==> config.mk <==
export PLATFORM = sky130hd
export DESIGN_NAME = mem_access
export DESIGN_NICKNAME = d
export VERILOG_FILES = /design/src/rtl/mem_access.sv
export SDC_FILE = /design/constraint.sdc
export NUM_CORES = 1
export LEC_CHECK = 0
export CAP_MARGIN = 20
export CORE_ASPECT_RATIO = 0.6
export CORE_MARGIN = 2
export CORE_UTILIZATION = 25
export DETAILED_ROUTE_END_ITERATION = 10
export PLACE_DENSITY = 0.52
export SLEW_MARGIN = 20
export SYNTH_ARGS = -nofsm -noshare
export SYNTH_HDL_FRONTEND = slang
export SYNTH_SLANG_ARGS = --single-unit
==> constraint.sdc <==
create_clock -name clk -period 5.35 [get_ports clk]
set_clock_uncertainty 0.2 [all_clocks]
set_input_delay 1.07 -clock clk [delete_from_list [all_inputs] [get_ports clk]]
set_output_delay 1.07 -clock clk [all_outputs]
set_load 0.05 [all_outputs]
==> src/rtl/mem_access.sv <==
// rtl/mem_access.sv - MEM-stage load/store unit with a single-outstanding data-memory handshake.
// Tracks one access through IDLE/WAIT/DONE, bounds the wait with a timeout, and extends load data.
module mem_access #(
  parameter int TIMEOUT = 16
) (
  input  logic        clk,
  input  logic        rst,
  input  logic        valid_me,
  input  logic [5:0]  op_me,
  input  logic [31:0] Result_me,
  input  logic [31:0] wdata_me,
  output logic        stall_me,
  output logic [31:0] Do_me,
  output logic        adel,
  output logic        ades,
  output logic        bus_err,
  output logic        dm_req,
  output logic        dm_we,
  output logic [31:0] dm_addr,
  output logic [3:0]  dm_be,
  output logic [31:0] dm_wdata,
  input  logic        dm_ack,
  input  logic [31:0] dm_rdata
);

  localparam int CW = $clog2(TIMEOUT + 1);
  localparam logic [CW-1:0] LAST = CW'(TIMEOUT - 1);

  localparam logic [5:0] OP_LB  = 6'b100000;
  localparam logic [5:0] OP_LH  = 6'b100001;
  localparam logic [5:0] OP_LW  = 6'b100011;
  localparam logic [5:0] OP_LBU = 6'b100100;
  localparam logic [5:0] OP_LHU = 6'b100101;
  localparam logic [5:0] OP_SB  = 6'b101000;
  localparam logic [5:0] OP_SH  = 6'b101001;
  localparam logic [5:0] OP_SW  = 6'b101011;

  typedef enum logic [1:0] {S_IDLE, S_WAIT, S_DONE} state_t;

  state_t        state_q, state_d;
  logic [CW-1:0] cnt_q, cnt_d;
  logic [31:0]   do_q, do_d;
  logic          bus_err_q, bus_err_d;
  logic          req_q, req_d;
  logic          we_q, we_d;
  logic [31:0]   addr_q, addr_d;
  logic [3:0]    be_q, be_d;
  logic [31:0]   wdata_q, wdata_d;
  logic [5:0]    op_q, op_d;
  logic [1:0]    off_q, off_d;

  logic        is_load, is_store, misaligned, in_idle, start;
  logic [3:0]  be_new;
  logic [31:0] wdata_new, load_val;
  logic [7:0]  rd_byte;
  logic [15:0] rd_half;

  always_comb begin
    is_load    = (op_me == OP_LB) || (op_me == OP_LH) || (op_me == OP_LW) ||
                 (op_me == OP_LBU) || (op_me == OP_LHU);
    is_store   = (op_me == OP_SB) || (op_me == OP_SH) || (op_me == OP_SW);
    misaligned = (((op_me == OP_LW) || (op_me == OP_SW)) && (Result_me[1:0] != 2'b00)) ||
                 (((op_me == OP_LH) || (op_me == OP_LHU) || (op_me == OP_SH)) && Result_me[0]);
    in_idle    = (state_q == S_IDLE);
    start      = in_idle && valid_me && (is_load || is_store) && !misaligned;
    adel       = in_idle && valid_me && is_load && misaligned;
    ades       = in_idle && valid_me && is_store && misaligned;
    stall_me   = start || (state_q == S_WAIT);
  end

  // Loads always fetch the whole word; the lane is picked when the reply lands.
  always_comb begin
    be_new    = 4'b1111;
    wdata_new = wdata_me;
    if (is_store) begin
      case (op_me[1:0])
        2'b00: begin
          be_new    = 4'b0001 << Result_me[1:0];
          wdata_new = {4{wdata_me[7:0]}};
        end
        2'b01: begin
          be_new    = Result_me[1] ? 4'b1100 : 4'b0011;
          wdata_new = {2{wdata_me[15:0]}};
        end
        default: begin
          be_new    = 4'b1111;
          wdata_new = wdata_me;
        end
      endcase
    end
  end

  always_comb begin
    rd_byte = 8'(dm_rdata >> {off_q, 3'b000});
    rd_half = off_q[1] ? dm_rdata[31:16] : dm_rdata[15:0];
    case (op_q)
      OP_LB:   load_val = {{24{rd_byte[7]}}, rd_byte};
      OP_LBU:  load_val = {24'h0, rd_byte};
      OP_LH:   load_val = {{16{rd_half[15]}}, rd_half};
      OP_LHU:  load_val = {16'h0, rd_half};
      default: load_val = dm_rdata;
    endcase
  end

  always_comb begin
    state_d   = state_q;
    cnt_d     = cnt_q;
    do_d      = do_q;
    bus_err_d = bus_err_q;
    req_d     = req_q;
    we_d      = we_q;
    addr_d    = addr_q;
    be_d      = be_q;
    wdata_d   = wdata_q;
    op_d      = op_q;
    off_d     = off_q;
    case (state_q)
      S_IDLE: begin
        if (start) begin
          state_d = S_WAIT;
          cnt_d   = '0;
          req_d   = 1'b1;
          we_d    = is_store;
          addr_d  = {Result_me[31:2], 2'b00};
          be_d    = be_new;
          wdata_d = wdata_new;
          op_d    = op_me;
          off_d   = Result_me[1:0];
        end
      end
      S_WAIT: begin
        if (dm_ack) begin
          state_d = S_DONE;
          req_d   = 1'b0;
          we_d    = 1'b0;
          if (!we_q) do_d = load_val;
        end else if (cnt_q == LAST) begin
          state_d   = S_DONE;
          req_d     = 1'b0;
          we_d      = 1'b0;
          bus_err_d = 1'b1;
          if (!we_q) do_d = 32'h0;
        end else begin
          cnt_d = cnt_q + 1'b1;
        end
      end
      default: begin
        state_d   = S_IDLE;
        bus_err_d = 1'b0;
      end
    endcase
  end

  always_ff @(posedge clk or posedge rst) begin
    if (rst) begin
      state_q   <= S_IDLE;
      cnt_q     <= '0;
      do_q      <= 32'h0;
      bus_err_q <= 1'b0;
      req_q     <= 1'b0;
      we_q      <= 1'b0;
      addr_q    <= 32'h0;
      be_q      <= 4'h0;
      wdata_q   <= 32'h0;
      op_q      <= 6'h0;
      off_q     <= 2'b00;
    end else begin
      state_q   <= state_d;
      cnt_q     <= cnt_d;
      do_q      <= do_d;
      bus_err_q <= bus_err_d;
      req_q     <= req_d;
      we_q      <= we_d;
      addr_q    <= addr_d;
      be_q      <= be_d;
      wdata_q   <= wdata_d;
      op_q      <= op_d;
      off_q     <= off_d;
    end
  end

  assign Do_me    = do_q;
  assign bus_err  = bus_err_q;
  assign dm_req   = req_q;
  assign dm_we    = we_q;
  assign dm_addr  = addr_q;
  assign dm_be    = be_q;
  assign dm_wdata = wdata_q;

endmodule

=== Yosys cells after proc, flatten, opt, wreduce, memory -nomap -nowiden ===
Cells that the tools add are included.

* Shift-type cells: 2
* Bitwise gates (word level): 2
* Add/sub/neg operators: 1
* Reductions and logical operators: 33
* Mux-type cells: 28
* Equal/unequal tests: 20

{| class="wikitable"
|+ Operator list
! operator !! number
|-
| 32-bit two-way mux || 5
|-
| 32-bit case mux with 4 select lines || 1
|-
| 6-bit equality test, second input constant || 12
|-
| 32-bit case mux with 2 select lines || 1
|-
| 32-bit by 5-bit right shift with 8-bit output || 1
|-
| 16-bit two-way mux || 1
|-
| 5-bit two-way mux || 3
|-
| 1-bit logical OR || 12
|-
| 5-bit case mux with 2 select lines || 1
|-
| 1-bit logical AND || 9
|-
| 3-bit AND reduction || 3
|-
| 4-bit two-way mux || 2
|-
| 4-bit case mux with 2 select lines || 1
|-
| 1-bit two-way mux || 6
|-
| 2-bit two-way mux || 3
|-
| 1-bit case mux with 2 select lines || 3
|-
| 2-bit nonzero test || 3
|-
| 5-bit by 1-bit adder with 5-bit output, second input constant || 1
|-
| 5-bit by 4-bit equality test with 1-bit output, second input constant || 1
|-
| 2-bit by 1-bit equality test with 1-bit output, second input constant || 2
|-
| 2-bit logical NOT || 2
|-
| 2-bit by 1-bit != test with 1-bit output, second input constant || 2
|-
| 2-bit != test, second input constant || 2
|-
| 2-bit case mux with 2 select lines || 1
|-
| 6 further kinds || 8
|}

* Word-level logic and storage cells: 97
* Register bits after elaboration: 116

=== Longest topological paths before layout ===
Gate-level depths: netlist (run 1).

* Depth after elaboration: 10
* Mapped depth: 9
* Gate-level depth less buffers: 7

=== Worst setup path after synthesis (run 1) ===
No wires, ideal clock.

* Path kind: input-to-output
* Start point: input op_me[1]
* End point: output adel
* Path buffers: 2
* Slack: 746 ps
* Stages on the path: 6
* Arrival time: 3,334 ps
* Path through: clkbuf_1 -> o21a_1 -> nor4b_4 -> buf_2 -> nand2_1 -> a211oi_1

* Word-level cells in the longest chain between the ends: 7

{| class="wikitable"
|+ RTL lines
! item !! RTL line !! source
|-
| from (decl) || 9 || <nowiki>input logic [5:0] op_me,</nowiki>
|-
| 6-bit equality test (on tied branches) || 59, 63 ||
|-
| 1-bit logical OR (3 in series) || 59 || <nowiki>is_load = (op_me == OP_LB) || (op_me == OP_LH) || (op_me == OP_LW) ||</nowiki>
|-
| 1-bit logical OR || 60 || <nowiki>(op_me == OP_LBU) || (op_me == OP_LHU);</nowiki>
|-
| 1-bit logical AND || 66 || <nowiki>adel = in_idle && valid_me && is_load && misaligned;</nowiki>
|-
| 1-bit logical AND * || 66 ||
|-
| to (decl) || 14 || <nowiki>output logic adel,</nowiki>
|}

Mark *: on every way between the ends. The rest lies on a longest branch, timed or not.

=== Worst setup path after layout (run 1) ===
* Start point: input op_me[0]
* End point: output stall_me

* Word-level cells in the longest chain between the ends: 9

{| class="wikitable"
|+ RTL lines
! item !! RTL line !! source
|-
| 6-bit equality test (on tied branches) || 59, 63 ||
|-
| 1-bit logical OR (3 in series) || 59 ||
|-
| 1-bit logical OR || 60 ||
|-
| 1-bit logical OR || 65 || <nowiki>start = in_idle && valid_me && (is_load || is_store) && !misaligned;</nowiki>
|-
| 1-bit logical AND || 65 ||
|-
| 1-bit logical AND * || 65 ||
|-
| 1-bit logical OR * || 68 || <nowiki>stall_me = start || (state_q == S_WAIT);</nowiki>
|-
| to (decl) || 12 || <nowiki>output logic stall_me,</nowiki>
|}

Marked as above.

==> results.txt, run 1 <==
- Drt initial violations: about 260
* Cell types with the largest area share after synthesis: dfrtp_1 53%, mux2_2 10%, o21ai_0 7.9%, nand2_1 4.6%, mux2i_1 2.9%
- Once the clock tree was built, the setup fixing pass inserted 0 buffers.
- Data arrival time at the worst-slack endpoint: 3.15 ns
* Cell area after synthesis: 0.005518 sq mm
- Static timing analysis puts the maximum clock frequency at between 200 and 250 MHz.
- Critical Path Source Type: input pin
* Vias per std cell: 4.762
* Clock tree from TritonCTS: done
- Setup violations remaining at the end of the flow were counted as 0.
- Initial standard-cell utilization of the core: 0.2524
* Warning count from the yosys run: 0
* Data required time of the worst path: 4.08 ns
* Clock sink count: 116
* Power per Cell Area: 684.5 mW/mm^2
* GPL Wtd Cong: slightly above 0.8
- Outcome: finished, final reports clean
* Area added between synthesis and finish: 54.56%
* Slowest-stage cell, CP: clkdlybuf4s50_1
- IO Count: 212
- Number of flops mapped to enable cells by yosys: 0
- Of the synthesized area, sequential elements account for 0.5261.
- The tool flagged a number of max-cap violations equal to 0.
* Global-route wire length before repair: 28180 microns
- Placed cell areas: approximately 0.0079 sq mm
- Routed length per instance: 17.70 microns
- The later pin in the worst-skew pair is clocked with a latency of 0.41 ns.
- Floorplan core area: 0.02186 sq mm
- For the finished layout, the period the worst path requires is 4.416 ns.
- Number of search-and-repair iterations in the first detailed-routing pass: 4
- Net total in the final layout: 820
- Max Slew Vio Count: 0
- Worst hold slack: approximately 0.27 ns
- Seq cells post-synth: 116
- Largest net degree at the start of global routing: 55
- Dividing the final minimum period by the clock period gives 0.8253.
- Cell taking the most area after synthesis: dfrtp_1
* CTS Buffer Depth: 2
- TNS Setup: 0 ns
- The number of clock buffers added by TritonCTS is 17.
- Broken down by cell family, the worst path's largest delay share belongs to buffers and inverters.
- Along the worst path, the maximum fanout reaches 30.
- The share of synthesized area in the top cell type comes to 0.5261.
- Proportion of synthesized flip-flops having asynchronous set or reset: 1.000
- Total global-route track usage: 0.1578
* Via count: 4814
- The worst setup path is captured at a primary output.
- Cts hold-fix bufs: 0
- Final standard cell utilization of the core: 0.3901
- Top library cells by usage in the layout, fill and taps aside: 206 x clkdlybuf4s50_1, 116 x dfrtp_1, 87 x o21ai_0
- X dimension of the die: 195.8 microns
- In this run the tightest slew margin relative to its limit is 0.4384.
- Mean instance size in the synthesized netlist: 10.76 sq um
- After clock tree synthesis, the clock-pin slew on the worst setup and hold paths is 0.05 ns.
- After global routing the overflow that remains totals 0.
- Detailed placement finished with a half-perimeter wire length of 13090 microns.
- Input and output buffers added on the ports amount to 209.
- Once detail routing completed, the nets flagged for antenna violations numbered 0.
- The die covers 0.02331 sq mm.
- Total buffers and inverters traversed by the critical path: 3
* Count of standard-cell rows: 42
- In this run the vertical extent of the chip is 119.1 microns.
- Max VDD drop: 376.6 uV
* Number of antenna violations at the first check in global routing: 0
- Fraction of layout cells with a size suffix above 1: 0.1490
- ANT cells: 0
- Post-route cell area: 0.008528 sq mm
- Synthesis produced a netlist whose cell count is 513.
* Root Buffer: clkbuf_16
* Path type of the worst min-delay path: reg -> reg
* Most common library cell in the layout ignoring fill and taps: clkdlybuf4s50_1
- The cell that appears most often on the critical path is buf_4.
- The number of gates resized after CTS was 0.
- Yosys mapped the design onto 50 distinct sky130hd cell types.
- Start-to-end type of the worst setup path: in -> out
- Post-Route WL: 17900 microns
- H-tree lvl count: 4
* Unrepaired setup endpoints after global routing: no
- Main synth FF type: dfrtp_1
* Vias in the first global route: 4843
- Number of hold violations in the final report: 0
- Cell-by-cell listing of the critical path: clkdlybuf4s50_1, nor4b_4, buf_4, or2_1, a21oi_1, buf_4
- After detailed routing, the number of remaining DRC violations is 0.
- For the pin with the worst max-slew slack, the measured transition is 0.8424 ns.
- Leakage: 0.003565 uW
- On the worst path, the slowest cell contributes a delay of 0.90 ns.
-- through the flow --
stage	cells	setup slack (ns)	power (uW)
final	1011	0.9344	5837
after floorplan	514	0.7459	3470
after global routing	1011	0.8300	6128
after global placement	979	1.033	4523
after detailed placement	979	0.9716	4548
after CTS	1011	0.9600	5894
-- logic make-up after synthesis --
kind of cell               synth area share
xor gates and xnor gates           0.003175
buffers and inverters               0.04172
other                             0.0006796
adders and majority gates          0.004534
muxes                                0.1522
DFF                                  0.5261
AOI/OAI and AO/OA                    0.1499
and+or+nand+nor                      0.1218
-- tightest hold or removal path: stages (launching register included) --
cell     delay [ns]
dfrtp_1        0.34
nand2_1        0.05
nand2_1        0.05
-- path summary, 6_finish.rpt --
kind / start / to / slack, ns / cells past startpoint
max in group asynchronous: rst / Do_me[26]$_DFFE_PP0P_ / 3.11 / 3
min in group asynchronous: rst / dm_addr[15]$_DFFE_PP0P_ / 0.93 / 2
max: op_me[0] / stall_me / 0.93 / 6
min reg2reg: Do_me[13]$_DFFE_PP0P_ / Do_me[13]$_DFFE_PP0P_ / 0.27 / 2
min: Do_me[13]$_DFFE_PP0P_ / Do_me[13]$_DFFE_PP0P_ / 0.27 / 2
max reg2reg: state_q[1]$_DFFE_PP0P_ / dm_addr[16]$_DFFE_PP0P_ / 2.48 / 6
-- per-layer routing --
layer / GRT usage / vias to the layer above / part of all wire
met5: 0 / - / 0
met3: 0.04843 / 20 / 0.067
met2: 0.2138 / 168 / 0.41
met1: 0.2338 / 2398 / 0.50
met4: 0.05540 / 0 / 0.016
li1: - / 2228 / -
-- cell usage after synthesis, types with 2 or more instances --
cell      instances
a22o_1            2
nand2b_1          7
mux2_4            7
buf_4             2
clkbuf_1         22
buf_2             6
ha_1              2
or3_1             2
nand3b_1          7
mux2_2           49
nor2b_1          11
o211ai_1         19
nor3_1            6
nand3_1           8
o221ai_1          7
nand2_1          68
o21a_1            3
o21ai_0          87
a21oi_1          14
a21o_1            3
buf_6             6
inv_1             7
nor4b_1           2
dfrtp_1         116
mux2i_1          16
xor2_1            2
nor2_1            9
-- power by group --
part | switching (uW) | leakage [uW] | internal [uW]
Sequential | 295 | 0.00142 | 1280
Clock | 411 | 0.000325 | 898
Combinational | 1920 | 0.00182 | 1040
Total | 2620 | 0.00356 | 3220
-- layout make-up --
| type | count | area (sq um) |
|---|---|---|
| tap | 286 | 357.8 |
| clock inverter | 9 | 198.9 |
| clock buffer | 23 | 467.9 |
| inverter | 7 | 28.78 |
| multi-input combinational | 353 | 2402 |
| fill | 2096 | 13330 |
| timing repair buffer | 217 | 2170 |
| sequential | 116 | 2903 |
-- flip-flops by register name (all words and copies together), names as in the netlist, 2 cells and up --
register,flops
dm_addr,30
dm_be,4
op_q,6
state_q,2
dm_wdata,32
cnt_q,5
off_q,2
Do_me,32
Power figures use the tool's default switching activity.
==> inputs of run 2 (changes only) <==
- PLACE_DENSITY: 0.52 -> 0.53
- clock period: 5.35 -> 3.5 ns (I/O delays scaled with it)
==> run 2 against run 1 <==
Compared with the run above: die area unchanged; worst setup slack got worse by 0.84 ns; critical path depth unchanged; first-iteration DRC count increased by 32%; routed wire length increased by 1.8%; flip-flop and latch count unchanged; power increased by 51%; worst hold slack got worse by 0.0015 ns; non-clock buffer count increased by 10; sequential share of layout area decreased by 0.40 points; clock-buffer cell count decreased by 6; register-to-register slack got worse by 1.5 ns.
==> results.txt, run 2 (synthesis gave the netlist of run 1 again) <==
- Outcome: finished, final reports clean (unchanged).
- IO Count: 212 (unchanged)
- The final design area excluding fillers came to 0.008630 sq mm (was 0.008528 sq mm).
- Setup fix buffers added after clock tree synthesis: 0 (unchanged)
- The post-detailed-route wirelength per cell came to 17.84 microns (was 17.70 microns).
* H-tree lvl count: 4 (unchanged)
- The placer's final routability congestion estimate came to 0.8577 (was 0.8300).
* Cts hold-fix bufs: 0 (unchanged)
- The number of cells on the worst hold path was 2 (unchanged).
- Post-Route WL: 18220 microns (was 17900 microns)
- The number of nets still failing antenna checks after routing is 0 (unchanged).
* Hold path endpoint: Do_me[11]$_DFFE_PP0P_ (was Do_me[13]$_DFFE_PP0P_)
* Port-buffer cells: 209 (unchanged)
- The worst path in the final design needs a cycle of 3.409 ns, including I/O delays and setup.
- The vertical die dimension was 119.1 microns (unchanged).
- Final HPWL DP: 13590 microns (was 13090 microns)
* Initial standard-cell utilization of the core: 0.2524 (unchanged)
* ANT cells: 0 (unchanged)
- Measured slew at the worst slew-check pin: 0.7331 ns (was 0.8424 ns)
- Crit Reg-Reg Startpoint: state_q[1]$_DFFE_PP0P_ (unchanged)
- Footprint of the multi-input gates: 0.002414 sq mm (was 0.002402 sq mm)
- Reg-to-reg endpoint: dm_addr[20]$_DFFE_PP0P_ (was dm_addr[16]$_DFFE_PP0P_)
* Critical Path Source Type: input pin (unchanged)
- The final number of setup-violating endpoints is 0 (unchanged).
- Register area: 0.002903 sq mm (unchanged)
- Placed Instances: 989 (was 979)
* Gr ovfl total: 0 (unchanged)
* Number of cells in the finished layout apart from fillers: 1021 (was 1011)
* Via count: 4870 (was 4814)
* Depth of the worst register-to-register path: 6 (unchanged)
- Of the available clock period, the critical path in the final layout requires 0.9739.
* Rel. slew slack: 0.5103 (was 0.4384)
* Number of maximum-capacitance constraint violations: 0 (unchanged)
- Unrepaired setup endpoints after global routing: no (unchanged)
- Count of unresolved DRC violations after routing: 0 (unchanged)
- The critical path capture point type is a primary output (unchanged).
- Power per Cell Area: 1021 mW/mm^2 (was 684.5 mW/mm^2)
- The most common cell after layout, fill and taps aside is clkdlybuf4s50_1 (unchanged).
- The cell chosen for the clock root is clkbuf_16 (unchanged).
- Net total in the final layout: 830 (was 820)
- Upper clock frequency limit: 293.4 MHz
* X dimension of the die: 195.8 microns (unchanged)
* Clock sink count: 116 (unchanged)
* Area added between synthesis and finish: 56.39% (was 54.56%)
* Final total power: 8810 uW (was 5837 uW)
* Fraction of layout cells with a size suffix above 1: 0.1673 (was 0.1490)
* Number of buffers inserted during clock tree synthesis: 17 (unchanged)
- Post-CTS clock slew at the launch and capture registers of the worst setup and hold paths: 0.05 ns (about the same)
* Total global-route track usage: 0.1594 (was 0.1578)
- Overall die area: 0.02331 sq mm (unchanged)
* TNS Setup: 0 ns (unchanged)
- Placed cell areas: 0.007999 sq mm (was 0.007859 sq mm)
- The initial antenna violation count is 0 (unchanged).
* Vias in the first global route: 4972 (was 4843)
- Slack of the worst reg-to-reg path: 0.96 ns (was 2.48 ns)
- Top library cells by usage in the layout, fill and taps aside: 206 x clkdlybuf4s50_1, 116 x dfrtp_1, 87 x o21ai_0 (unchanged).
- CTS Buffer Depth: 2 (unchanged)
- Clock tree from TritonCTS: done (unchanged)
- The total count of hold-check failures in the final report was 0 (unchanged).
- Max VDD drop: 573.1 uV (was 376.6 uV)
- The count of pins over their slew limit was 0 (unchanged).
- Post-CTS resize count: 0 (unchanged)
* Global-route wire length before repair: 28440 microns (was 28180 microns)
- The core box area came to 0.02186 sq mm (unchanged).
- Drt initial violations: 347 (was 263)
- Fillers: 2115 (was 2096)
- The length of the first detailed-routing pass in iterations was 5 (was 4).
- The leakage power of the design was 0.003603 uW (was 0.003565 uW).
* Largest fanout on the critical path: 3 (was 30)
- Largest net degree at the start of global routing: 63 (was 55)
- Launch point of the worst hold path: Do_me[11]$_DFFE_PP0P_ (was Do_me[13]$_DFFE_PP0P_)
* Count of standard-cell rows: 42 (unchanged)
- Data arrival time at the worst-slack endpoint: 2.51 ns (was 3.15 ns)
- Clock latency reported for the late side of the worst-skew pair: 0.42 ns (was 0.41 ns)
- The minimum hold slack is 0.2693 ns (was 0.2708 ns).
- The number of vias per cell after detailed routing came to 4.770 (was 4.762).
- The worst hold-check path type was reg -> reg (unchanged).
- The required time at the endpoint of the critical path came to 2.60 ns (was 4.08 ns).
* Start-to-end type of the worst setup path: in -> out (unchanged)
==> run 2: cell types whose count changed in the layout (fill, tap and decap cells not counted), sizes merged <==
cell and change:
clkinv +3, inv +1, clkbuf -6, bufinv -2, buf +10, clkinvlp +4
==> run 2: routing by layer <==
| metal | global-route usage | routed length, microns | up-vias |
|---|---|---|---|
| met4 | 0.05587 | 231 | 0 |
| met2 | 0.2241 | 7669 | 189 |
| met1 | 0.2290 | 8926 | 2417 |
| met3 | 0.05013 | 1389 | 19 |
| met5 | 0 | 0 | - |
| li1 | - | - | 2245 |
==> run 2: metrics by stage <==
stage,setup slack (ns),utilization
finish,0.09129,0.3947
global placement,0.1293,0.3659
global route,0.01337,0.3947
CTS,0.07860,0.3947
floorplan,0.07925,-
detailed placement,0.08956,0.3659
==> run 2: worst max-delay path: stages <==
cell and delay [ns]:
clkdlybuf4s50_1 0.45, or3b_4 0.42, a211o_1 0.27, or2_1 0.28
a21oi_2 0.17, buf_4 0.22
==> run 2: final cells by class <==
class / count / area share
clock buffer: 17 / 0.04930
clock inverter: 15 / 0.02378
inverter: 7 / 0.003480
multi-input combinational: 353 / 0.2797
sequential: 116 / 0.3364
tap: 286 / 0.04147
timing repair buffer: 227 / 0.2659
==> run 2: how the worst max path moves through the flow <==
stage	from	endpoint	slack [ns]	depth (start not counted)
finish	valid_me	stall_me	0.09	6
global route	valid_me	stall_me	0.01	6
CTS	valid_me	stall_me	0.08	6
detailed placement	valid_me	stall_me	0.09	6
global placement	valid_me	stall_me	0.13	6
floorplan	op_me[1]	adel	0.08	6
==> run 2: report_power, final <==
part	switching [uW]	internal, uW
sequential	414	1960
combinational	2980	1600
clock	663	1200
